File: src/rtl/char_rom_msg_reveal.sv
// Multi-message character ROM for the text overlay.
// Returns one ASCII code per char cell, with frame-synchronous message
// select, a typewriter reveal of the current message and an optional blink
// once the reveal has completed.
module char_rom_msg_reveal #(
   parameter int N_MSG         = 4,
   parameter int COL_BITS      = 8,
   parameter int REVEAL_FRAMES = 2,
   parameter int BLINK_FRAMES  = 30
) (
   input  logic        clk,
   input  logic        rst_n,
   input  logic [11:0] char_xy,
   input  logic [1:0]  msg_sel,
   input  logic        frame_tick,
   input  logic        restart,
   input  logic        blink_en,
   output logic [6:0]  char_code,
   output logic        reveal_done
);

   // Each message is space-padded to 32 chars; col c lives in byte (31 - c).
   localparam logic [255:0] MSG0 = {"GAMEOVER PRESS SPACE TO RESTART", 8'h20};
   localparam logic [255:0] MSG1 = {"PRESS SPACE TO START", {12{8'h20}}};
   localparam logic [255:0] MSG2 = {"TOM WINS", {24{8'h20}}};
   localparam logic [255:0] MSG3 = {"JERRY WINS", {22{8'h20}}};

   localparam logic [15:0] RF_LAST = 16'(REVEAL_FRAMES - 1);
   localparam logic [15:0] BF_LAST = 16'(BLINK_FRAMES - 1);

   function automatic logic [5:0] msg_len(input logic [1:0] m);
      case (m)
         2'd0:    msg_len = 6'd31;
         2'd1:    msg_len = 6'd20;
         2'd2:    msg_len = 6'd8;
         default: msg_len = 6'd10;
      endcase
   endfunction

   function automatic logic [6:0] rom_char(input logic [1:0] m, input logic [4:0] c);
      case (m)
         2'd0:    rom_char = MSG0[{~c, 3'b000} +: 7];
         2'd1:    rom_char = MSG1[{~c, 3'b000} +: 7];
         2'd2:    rom_char = MSG2[{~c, 3'b000} +: 7];
         default: rom_char = MSG3[{~c, 3'b000} +: 7];
      endcase
   endfunction

   logic [1:0]          cur_msg;
   logic [5:0]          rev_cnt;
   logic [15:0]         frame_div;
   logic [15:0]         blink_div;
   logic                blink_on;
   logic                restart_pend;
   logic [1:0]          sel_eff;
   logic [5:0]          cur_len;
   logic [5:0]          sel_len;
   logic [11-COL_BITS:0] row;
   logic [COL_BITS-1:0] col;
   logic                vis;

   // Out-of-range selections fall back to message 0.
   assign sel_eff = ({30'd0, msg_sel} < N_MSG) ? msg_sel : 2'd0;
   assign cur_len = msg_len(cur_msg);
   assign sel_len = msg_len(sel_eff);
   assign row     = char_xy[11:COL_BITS];
   assign col     = char_xy[COL_BITS-1:0];
   assign vis     = (row == '0) && (int'(col) < int'(cur_len)) &&
                    (int'(col) < int'(rev_cnt)) && blink_on;

   // Animation state: advances only on frame_tick so text never tears mid-frame.
   always_ff @(posedge clk or negedge rst_n) begin
      if (!rst_n) begin
         cur_msg      <= 2'd0;
         rev_cnt      <= 6'd0;
         frame_div    <= 16'd0;
         blink_div    <= 16'd0;
         blink_on     <= 1'b1;
         reveal_done  <= 1'b0;
         restart_pend <= 1'b0;
      end else begin
         if (frame_tick) begin
            restart_pend <= 1'b0;
            if ((sel_eff != cur_msg) || restart || restart_pend) begin
               cur_msg     <= sel_eff;
               rev_cnt     <= (REVEAL_FRAMES == 0) ? sel_len : 6'd0;
               frame_div   <= 16'd0;
               blink_div   <= 16'd0;
               blink_on    <= 1'b1;
               reveal_done <= (REVEAL_FRAMES == 0);
            end else if (!reveal_done) begin
               if ((REVEAL_FRAMES == 0) || (rev_cnt >= cur_len)) begin
                  rev_cnt     <= cur_len;
                  reveal_done <= 1'b1;
               end else if (frame_div == RF_LAST) begin
                  frame_div <= 16'd0;
                  rev_cnt   <= rev_cnt + 6'd1;
                  if ((rev_cnt + 6'd1) == cur_len) reveal_done <= 1'b1;
               end else begin
                  frame_div <= frame_div + 16'd1;
               end
            end else if (blink_en) begin
               if (blink_div == BF_LAST) begin
                  blink_div <= 16'd0;
                  blink_on  <= ~blink_on;
               end else begin
                  blink_div <= blink_div + 16'd1;
               end
            end
         end else if (restart) begin
            restart_pend <= 1'b1;
         end
         // Blink disabled forces text visible regardless of frame timing.
         if (!blink_en) begin
            blink_on  <= 1'b1;
            blink_div <= 16'd0;
         end
      end
   end

   // Registered lookup from the pre-update state; one clock of latency.
   always_ff @(posedge clk or negedge rst_n) begin
      if (!rst_n) char_code <= 7'h20;
      else        char_code <= vis ? rom_char(cur_msg, col[4:0]) : 7'h20;
   end

endmodule

File: config.mk
export PLATFORM = sky130hd
export DESIGN_NAME = char_rom_msg_reveal
export DESIGN_NICKNAME = d
export VERILOG_FILES = /design/src/rtl/char_rom_msg_reveal.sv
export SDC_FILE = /design/constraint.sdc
export NUM_CORES = 1
export LEC_CHECK = 0
export BUFFER_PORTS_ARGS = -buffer_cell sky130_fd_sc_hd__buf_2
export CELL_PAD_IN_SITES_DETAIL_PLACEMENT = 1
export CELL_PAD_IN_SITES_GLOBAL_PLACEMENT = 2
export CORE_MARGIN = 3
export CORE_UTILIZATION = 41
export DETAILED_ROUTE_END_ITERATION = 7
export PLACE_DENSITY = 0.9
export SLEW_MARGIN = 15
export SYNTH_ARGS = -nofsm -noshare
export SYNTH_HDL_FRONTEND = slang
export SYNTH_SLANG_ARGS = --single-unit
File: constraint.sdc
create_clock -name clk -period 6.5 [get_ports clk]
set_input_delay 1.3 -clock clk [delete_from_list [all_inputs] [get_ports clk]]
set_output_delay 1.3 -clock clk [all_outputs]
set_load 0.01 [all_outputs]
; ---- After elaboration in Yosys (flattened, before gate mapping)
; Index checks and enable logic that the tools add are counted.
; Widths: inputs -> output; s select.
[word_totals]
reg_bits = 50
in_bits = 19
out_inout_bits = 8
[op_classes]
n_addsub = 3
n_lt_le_gt_ge = 3
eq_ne = 11
shifts = 4
muxes = 28
bitwise = 2
n_reduce_logical = 14
[op_table]
columns = op, count
row1 = $shiftx 256x9->7 const A, 4
row2 = $mux 16, 9
row3 = $add 16x1->16 const B, 2
row4 = $mux 6, 4
row5 = $pmux 7 s3, 1
row6 = $eq 16x1->1 const B, 1
row7 = $eq 16x5->1 const B, 1
row8 = $lt 8x6->1, 2
row9 = $pmux 5 s3, 1
row10 = $mux 1, 12
row11 = $reduce_and 3->1, 3
row12 = $mux 7, 1
row13 = $add 6x1->6 const B, 1
row14 = $eq 6x6->1, 1
row15 = $ge 6x6->1, 1
row16 = $ne 3x1->1 const B, 2
row17 = $not 5->5, 1
row18 = $logic_not 4->1, 1
row19 = $ne 2x2->1 const B, 2
row20 = $reduce_and 2->1, 2
row21 = $logic_and 1x1->1, 3
row22 = $reduce_bool 3->1, 1
row23 = $eq 2x1->1 const B, 1
row24 = $eq 2x2->1 const B, 1
row25 = 6 further kinds, 7

; ---- Longest topological paths before layout
; Gate-level depths: netlist of the first run.
[logic_depth]
word_depth = 8
ltp_mapped = 14
ltp_nobuf = 10

; ---- Worst setup path before layout of the first run
; No wires, ideal clock.
[synth_path]
kind = register to register
from = register cur_msg[0]
to = register frame_div[15]
setup_time_ns = 0.128
t_arrival_ns = 2.865
t_required_ns = 6.372
path_slack_ns = 3.507
stages_incl_launch_ff = 14
n_path_buf = 4
synth_period_minus_slack_ns = 2.993
cell_sequence = dfrtp_1 buf_6 inv_1 ha_1 or2_2 buf_2 inv_1 ha_1 a211o_1 a211o_1 buf_2 buf_2 a22oi_1 mux2i_1
[synth_between]
elab_chain_cells = 5
elab_cells_between_ends = 12
[synth_lines]
columns = item, line
row1 = from (decl), 49  ; logic [1:0] cur_msg;
row2 = from (signal assigned), 85  ; cur_msg <= sel_eff;
row3 = "$eq 2x2->1, or another cell as far along", 32  ; case (m)
row4 = $pmux 5 s3 or $logic_or 1x1->1 (tied branches), "32, 84"
row5 = $ge 6x6->1 or $logic_or 1x1->1 (tied branches), "92, 84"
row6 = $ne 2x2->1 (no line) or $ne 2x1->1 (tied branches), -
row7 = $reduce_and 3->1 (no line), -
row8 = to (signal assigned), 100  ; frame_div <= frame_div + 16'd1;
row9 = to (decl), 51  ; logic [15:0] frame_div;
; Several ways; a longest one is shown, not always the timed one.
; A chain may end at the register's enable or synchronous reset.

; ---- Final worst setup path of the first run
[layout_path]
from = register cur_msg[0]
to = register frame_div[5]
; The elaborated chain is that of the path after synthesis.

==> results of run 1 <==
==> per-layer routing <==
| layer | vias up | share of wire | GRT usage |
|---|---|---|---|
| li1 | 1929 | - | - |
| met1 | 2094 | 0.47 | 0.345 |
| met2 | 105 | 0.46 | 0.366 |
| met3 | 7 | 0.055 | 0.0337 |
| met4 | 0 | 0.0071 | 0.0433 |
| met5 | - | 0 | 0 |
==> synth_stat cells (5+ instances only) <==
master      n  area [um^2]
a2bb2oi_1   7         61.3
o21ai_0    43          215
buf_2      15         75.1
xnor2_1     5         43.8
nor3_1     18         90.1
clkbuf_1   13         48.8
a22oi_1    12         90.1
a211o_1     5         43.8
nand2b_1   12         75.1
nand4_1     9         56.3
a31oi_1     6         37.5
nand2_1    40          150
o22ai_1     9         56.3
o31ai_1     5         37.5
a211oi_1   10         75.1
nand3_1    28          140
nor2b_1     7         43.8
nor4b_1     5         43.8
and3_1     12         75.1
or2_2       5         31.3
inv_1      25         93.8
nor3b_1     7         52.6
a21oi_1    16         80.1
mux2i_1    16          160
ha_1       26          325
nor2_1     18         67.6
dfrtp_1    48         1200
nor4_1      7         43.8
==> path summary, 6_finish.rpt <==
check | endpoint | slack [ns] | cells past startpoint | startpoint
setup / recovery | frame_div[5] | 2.86 | 9 | cur_msg[0]
hold / removal | frame_div[15] | 0.51 | 1 | frame_div[15]
setup reg to reg | frame_div[5] | 2.86 | 9 | cur_msg[0]
hold reg to reg | frame_div[15] | 0.51 | 1 | frame_div[15]
max in group asynchronous | rev_cnt[4] | 4.95 | 2 | rst_n
min in group asynchronous | char_code[6] | 1.08 | 2 | rst_n
==> critical path, stage by stage, from the launching register on <==
cell     delay [ns]
dfrtp_1        0.68
inv_1          0.24
ha_1           0.38
or2_2          0.38
inv_1          0.27
ha_1           0.31
a211o_1        0.33
a211o_1        0.50
a22oi_1        0.30
o22ai_1        0.11
==> state kept, by name, summed over array words and instances, names as in the netlist <==
name and flops:
frame_div 16, restart_pend 1, rev_cnt 6, char_code 7, blink_on 1, cur_msg 2
blink_div 16, reveal_done 1
==> kinds of logic after synthesis <==
logic type / after synthesis / share of synthesized area
flip-flops: 50 / 0.289
AO/OA/AOI/OAI: 157 / 0.256
XOR/XNOR: 9 / 0.0242
AND/OR/NAND/NOR: 187 / 0.242
adder cells (fa/ha/maj): 26 / 0.0749
buffers and inverters: 57 / 0.0565
multiplexers: 22 / 0.0577
==> metrics by stage <==
stage,power (mW),utilization
after floorplan,0.476,-
after global placement,0.530,0.449
after global routing,0.826,0.461
final,0.784,0.461
after CTS,0.787,0.461
after detailed placement,0.536,0.449
==> where the power goes <==
| group | switching, mW | internal, mW |
|---|---|---|
| Clock | 0.123 | 0.127 |
| Sequential | 0.00848 | 0.316 |
| Combinational | 0.133 | 0.0766 |
| Total | 0.264 | 0.519 |
==> cell type report <==
| class | count | share of cell area |
|---|---|---|
| Tap cell | 133 | 0.0359 |
| Inverter | 25 | 0.0203 |
| Clock inverter | 2 | 0.00838 |
| Sequential cell | 50 | 0.271 |
| Multi-Input combinational cell | 401 | 0.614 |
| Timing Repair Buffer | 29 | 0.0330 |
| Clock buffer | 6 | 0.0178 |
==> summary.txt, run 1 <==
Outcome
  • Status: completed

Clock tree
  • Hold_buf cts: 0
  • Clock tree buffer depth: 2
  • CTS Root Cell: clkbuf_8
  • Clock sinks: 50
  • Reg clk slew, reported paths: ~0.11 ns
  • Cts repair resizes: 0
  • H-tree levels: 2
  • CTS buffer count: 5
  • CTS tree: yes
  • Worst skew pair latency: ~0.32 ns
  • Setup Buffers After CTS: 0

Route
  • Routed WL per cell: 20.4 um
  • Vias: 4,135
  • DRC errors left: 0
  • DRT antenna net count: 0
  • First-pass DRT Iterations: 5
  • Starting DRC count in detailed routing: 338
  • Via density: 6.40
  • WL final: 13.2 mm

Floorplanning
  • Rows: 36
  • IO Count: 27
  • Die H: 109 um
  • Die area: ~12,000 um^2
  • Starting Density: 0.432
  • Die Wd: 109 um
  • Area of the core: ~10,000 um^2

Timing
  • FMAX: 275 MHz
  • Worst-margin pin slew: ~1.1 ns
  • Final worst slack: 2.86 ns
  • Final hold violation count: 0
  • Min Hold Slack: between 0.5 and 0.6 ns
  • Tmin final: between 3 and 4 ns
  • Slew Viols, Final: 0
  • RSZ-0062 raised after global routing: false
  • Skew final: just under 0.009 ns
  • Final worst path period share: 0.559
  • Sum Neg Setup Slack: 0 ns
  • Worst slew margin: 0.275
  • Setup Viol. Count Final: 0

Pwr
  • Lkg Pwr: 1.97 nW
  • Pwr per Cell Area: ~170 nW/um^2
  • Maximum vdd drop: around 0.000084 V

Setup path
  • WP data required: around 6.7 ns
  • Crit path DAT: around 3.8 ns
  • Crit end category: flop
  • Worst-path fanout max: 17
  • Crit path kind: reg2reg
  • Critical Path Source Type: flop

Place
  • Port Buf Inserts: 26
  • Gp weighted congestion: just under 0.9
  • Post-DP Area: approximately 4500 um^2
  • Placed Cells incl. Taps: around 640
  • Post-Place Worst Slack: between 2 and 3 ns
  • Hpwl dp: 9.41 mm

GRT
  • Vias in the first global route: around 4.2k
  • First-pass GRT wire length: between 20 and 25 mm
  • GRT overflow: 0
  • Total track usage: 0.234
  • Initial antenna violation count: 0
  • Largest net degree at the start of global routing: 51

Worst hold path
  • Worst hold path class: reg2reg

Synth
  • Fraction of synthesis flops using an asynchronous set or reset pin: 1.00
  • Mapped Area: between 4000 and 5000 um^2
  • Syn avg cell area: between 8 and 9 um^2
  • Ys flop type: dfrtp_1
  • Distinct cells, synth: 75
  • Sequential share of the synthesized area: 0.289
  • Cells after Synth: 508
  • EDFF count, synth: 0
  • Syn nets: 553
  • Seq cells post-synth: 50
  • Synth warn: 0

Final layout
  • Area occupied by multi-input gates: around 2800 um^2
  • Diode count: 0
  • Final nets: around 560
  • Register Area: roughly 1300 um^2
  • Final Instance Area: about 4600 um^2
  • Area growth, synth to finish: 6.66%
  • Most common cell after layout, fill and taps aside: dfrtp_1
  • Cell Count, Final, Fillers Out: ~650
  • Fillers: approximately 1.2k
  • Share of cells above drive strength 1: 0.125
  • Most frequent cells in the layout: 48 x dfrtp_1, 43 x o21ai_0, 40 x nand2_1, 28 x nand3_1

Run
  • Maximum Capacitance Violations: 0
(Power assumes the default switching activity.)
==> run 2, diff against run 1 <==
Settings changed: CORE_UTILIZATION 41 to 35, PLACE_DENSITY 0.9 to 0.82.
Clock period 6.5 ns to 3 ns, I/O delays scaled along.
==> summary.txt, run 2 (synthesis gave the netlist of run 1 again) <==
Clock tree
  • CTS tree: yes
  • Hold_buf cts: 0
  • Clock sinks: 50
  • Worst skew pair latency: 0.30 ns
  • H-tree levels: 2
  • CTS Root Cell: clkbuf_16
  • CTS buffer count: 5
  • Clock tree buffer depth: 2
  • Reg clk slew, reported paths: about 0.070 ns

Floorplanning
  • Die Wd: around 120 um
  • Die H: 117 um
  • Die area: ~14,000 um^2
  • Rows: 40
  • IO Count: 27
  • Area of the core: between 10,000 and 15,000 um^2
  • Starting Density: 0.360

Route
  • First-pass DRT Iterations: 4
  • DRC errors left: 0
  • Starting DRC count in detailed routing: between 200 and 300
  • Routed WL per cell: ~20 um
  • Vias: about 4.2k
  • DRT antenna net count: 0
  • WL final: approximately 14 mm
  • Via density: just under 6

GRT
  • Vias in the first global route: roughly 4.4k
  • Largest net degree at the start of global routing: 32
  • Initial antenna violation count: 0
  • First-pass GRT wire length: between 20 and 25 mm
  • GRT overflow: 0
  • Total track usage: 0.203

Timing
  • FMAX: around 360 MHz
  • Worst slew margin: 0.567
  • Final hold violation count: 0
  • Skew final: a little under 0.008 ns
  • Slew Viols, Final: 0
  • Setup Viol. Count Final: 0
  • Worst-margin pin slew: 0.646 ns
  • Final worst path period share: 0.928
  • Sum Neg Setup Slack: 0 ns
  • RSZ-0062 raised after global routing: false
  • Final worst slack: about 0.22 ns
  • Tmin final: 2.78 ns

Pwr
  • Pwr per Cell Area: 364 nW/um^2
  • Maximum vdd drop: approximately 0.00021 V
  • Total power: about 1.8 mW
  • Lkg Pwr: 2.07 nW

Outcome
  • Status: completed

Final layout
  • Diode count: 0
  • Share of cells above drive strength 1: 0.167
  • Area growth, synth to finish: 12.0%
  • Fillers: about 1.4k
  • Area occupied by multi-input gates: roughly 2900 um^2
  • Final nets: about 580
  • Register Area: ~1300 um^2
  • Most frequent cells in the layout: 48 x dfrtp_1, 43 x o21ai_0, 39 x nand2_1, 28 x nand3_1
  • Top flop regs: blink_div (16), frame_div (16), char_code (7)
  • Most common cell after layout, fill and taps aside: dfrtp_1

Place
  • Port Buf Inserts: 26
  • Post-Place Worst Slack: just over 0.07 ns
  • Gp weighted congestion: slightly below 0.9
  • Hpwl dp: 10.2 mm

Setup path
  • Worst-path fanout max: 6
  • FF-to-FF setup slack: ~0.22 ns
  • Crit path kind: reg2reg
  • Crit path DAT: about 3.0 ns
  • Critical Path Source Type: flop
  • WP data required: 3.21 ns
  • Crit end category: flop

Run
  • Maximum Capacitance Violations: 0

Worst hold path
  • Worst hold path class: in2async
[run 2: final timing paths]
kind                                from             to  cells after the start
setup / recovery              cur_msg[0]  frame_div[14]                     10
hold / removal                     rst_n   frame_div[7]                      1
setup reg to reg              cur_msg[0]  frame_div[14]                     10
hold reg to reg            frame_div[15]  frame_div[15]                      1
max in group asynchronous          rst_n   char_code[5]                      2
min in group clk           frame_div[15]  frame_div[15]                      1
[run 2: area by class of cell]
cell class              count  share of cell area
clock buffers               5              0.0257
clock inverters             3             0.00437
inverters                  25              0.0201
multi-input cells         401               0.587
flip-flops and latches     50               0.258
well taps                 168              0.0432
repair buffers             49              0.0623
[run 2: repair_timing]
item,4_1_cts,5_1_grt
endpoints found under the setup margin,0,17
resized for setup,0,6
hold endpoints to repair,0,0
buffers inserted,0,1
[run 2: layer usage]
layer / vias to the layer above / global-route usage / part of all wire
li1: 1973 / - / -
met4: 0 / 0.0499 / 0.012
met2: 77 / 0.351 / 0.49
met1: 2096 / 0.272 / 0.46
met3: 10 / 0.0217 / 0.032
met5: - / 0 / 0
[run 2: worst max-delay path: stages, from the launching register on]
cell	delay [ns]
dfrtp_1	0.41
inv_1	0.10
ha_1	0.17
or2_4	0.17
clkinvlp_4	0.16
ha_1	0.21
a21o_1	0.15
a211o_1	0.36
a21o_1	0.25
or4_1	0.55
mux2i_1	0.16
[run 2: where the power goes]
part / internal [mW] / switching [mW] / leakage (nW)
Combinational: 0.191 / 0.298 / 1.32
Clock: 0.310 / 0.270 / 0.0698
Sequential: 0.685 / 0.0150 / 0.686
Total: 1.19 / 0.583 / 2.07
[run 2: per-stage QoR]
| step | instance area (um^2) | hold WS, ns | instances | util |
|---|---|---|---|---|
| 3_5_place_dp | 4690 | 0.493 | 692 | 0.389 |
| 3_3_place_gp | 4690 | 0.483 | 692 | 0.389 |
| 5_1_grt | 4860 | 0.333 | 701 | 0.403 |
| 4_1_cts | 4840 | 0.308 | 700 | 0.401 |
| 2_1_floorplan | 4340 | 0.304 | 508 | - |
| 6_report | 4860 | 0.297 | 701 | 0.403 |
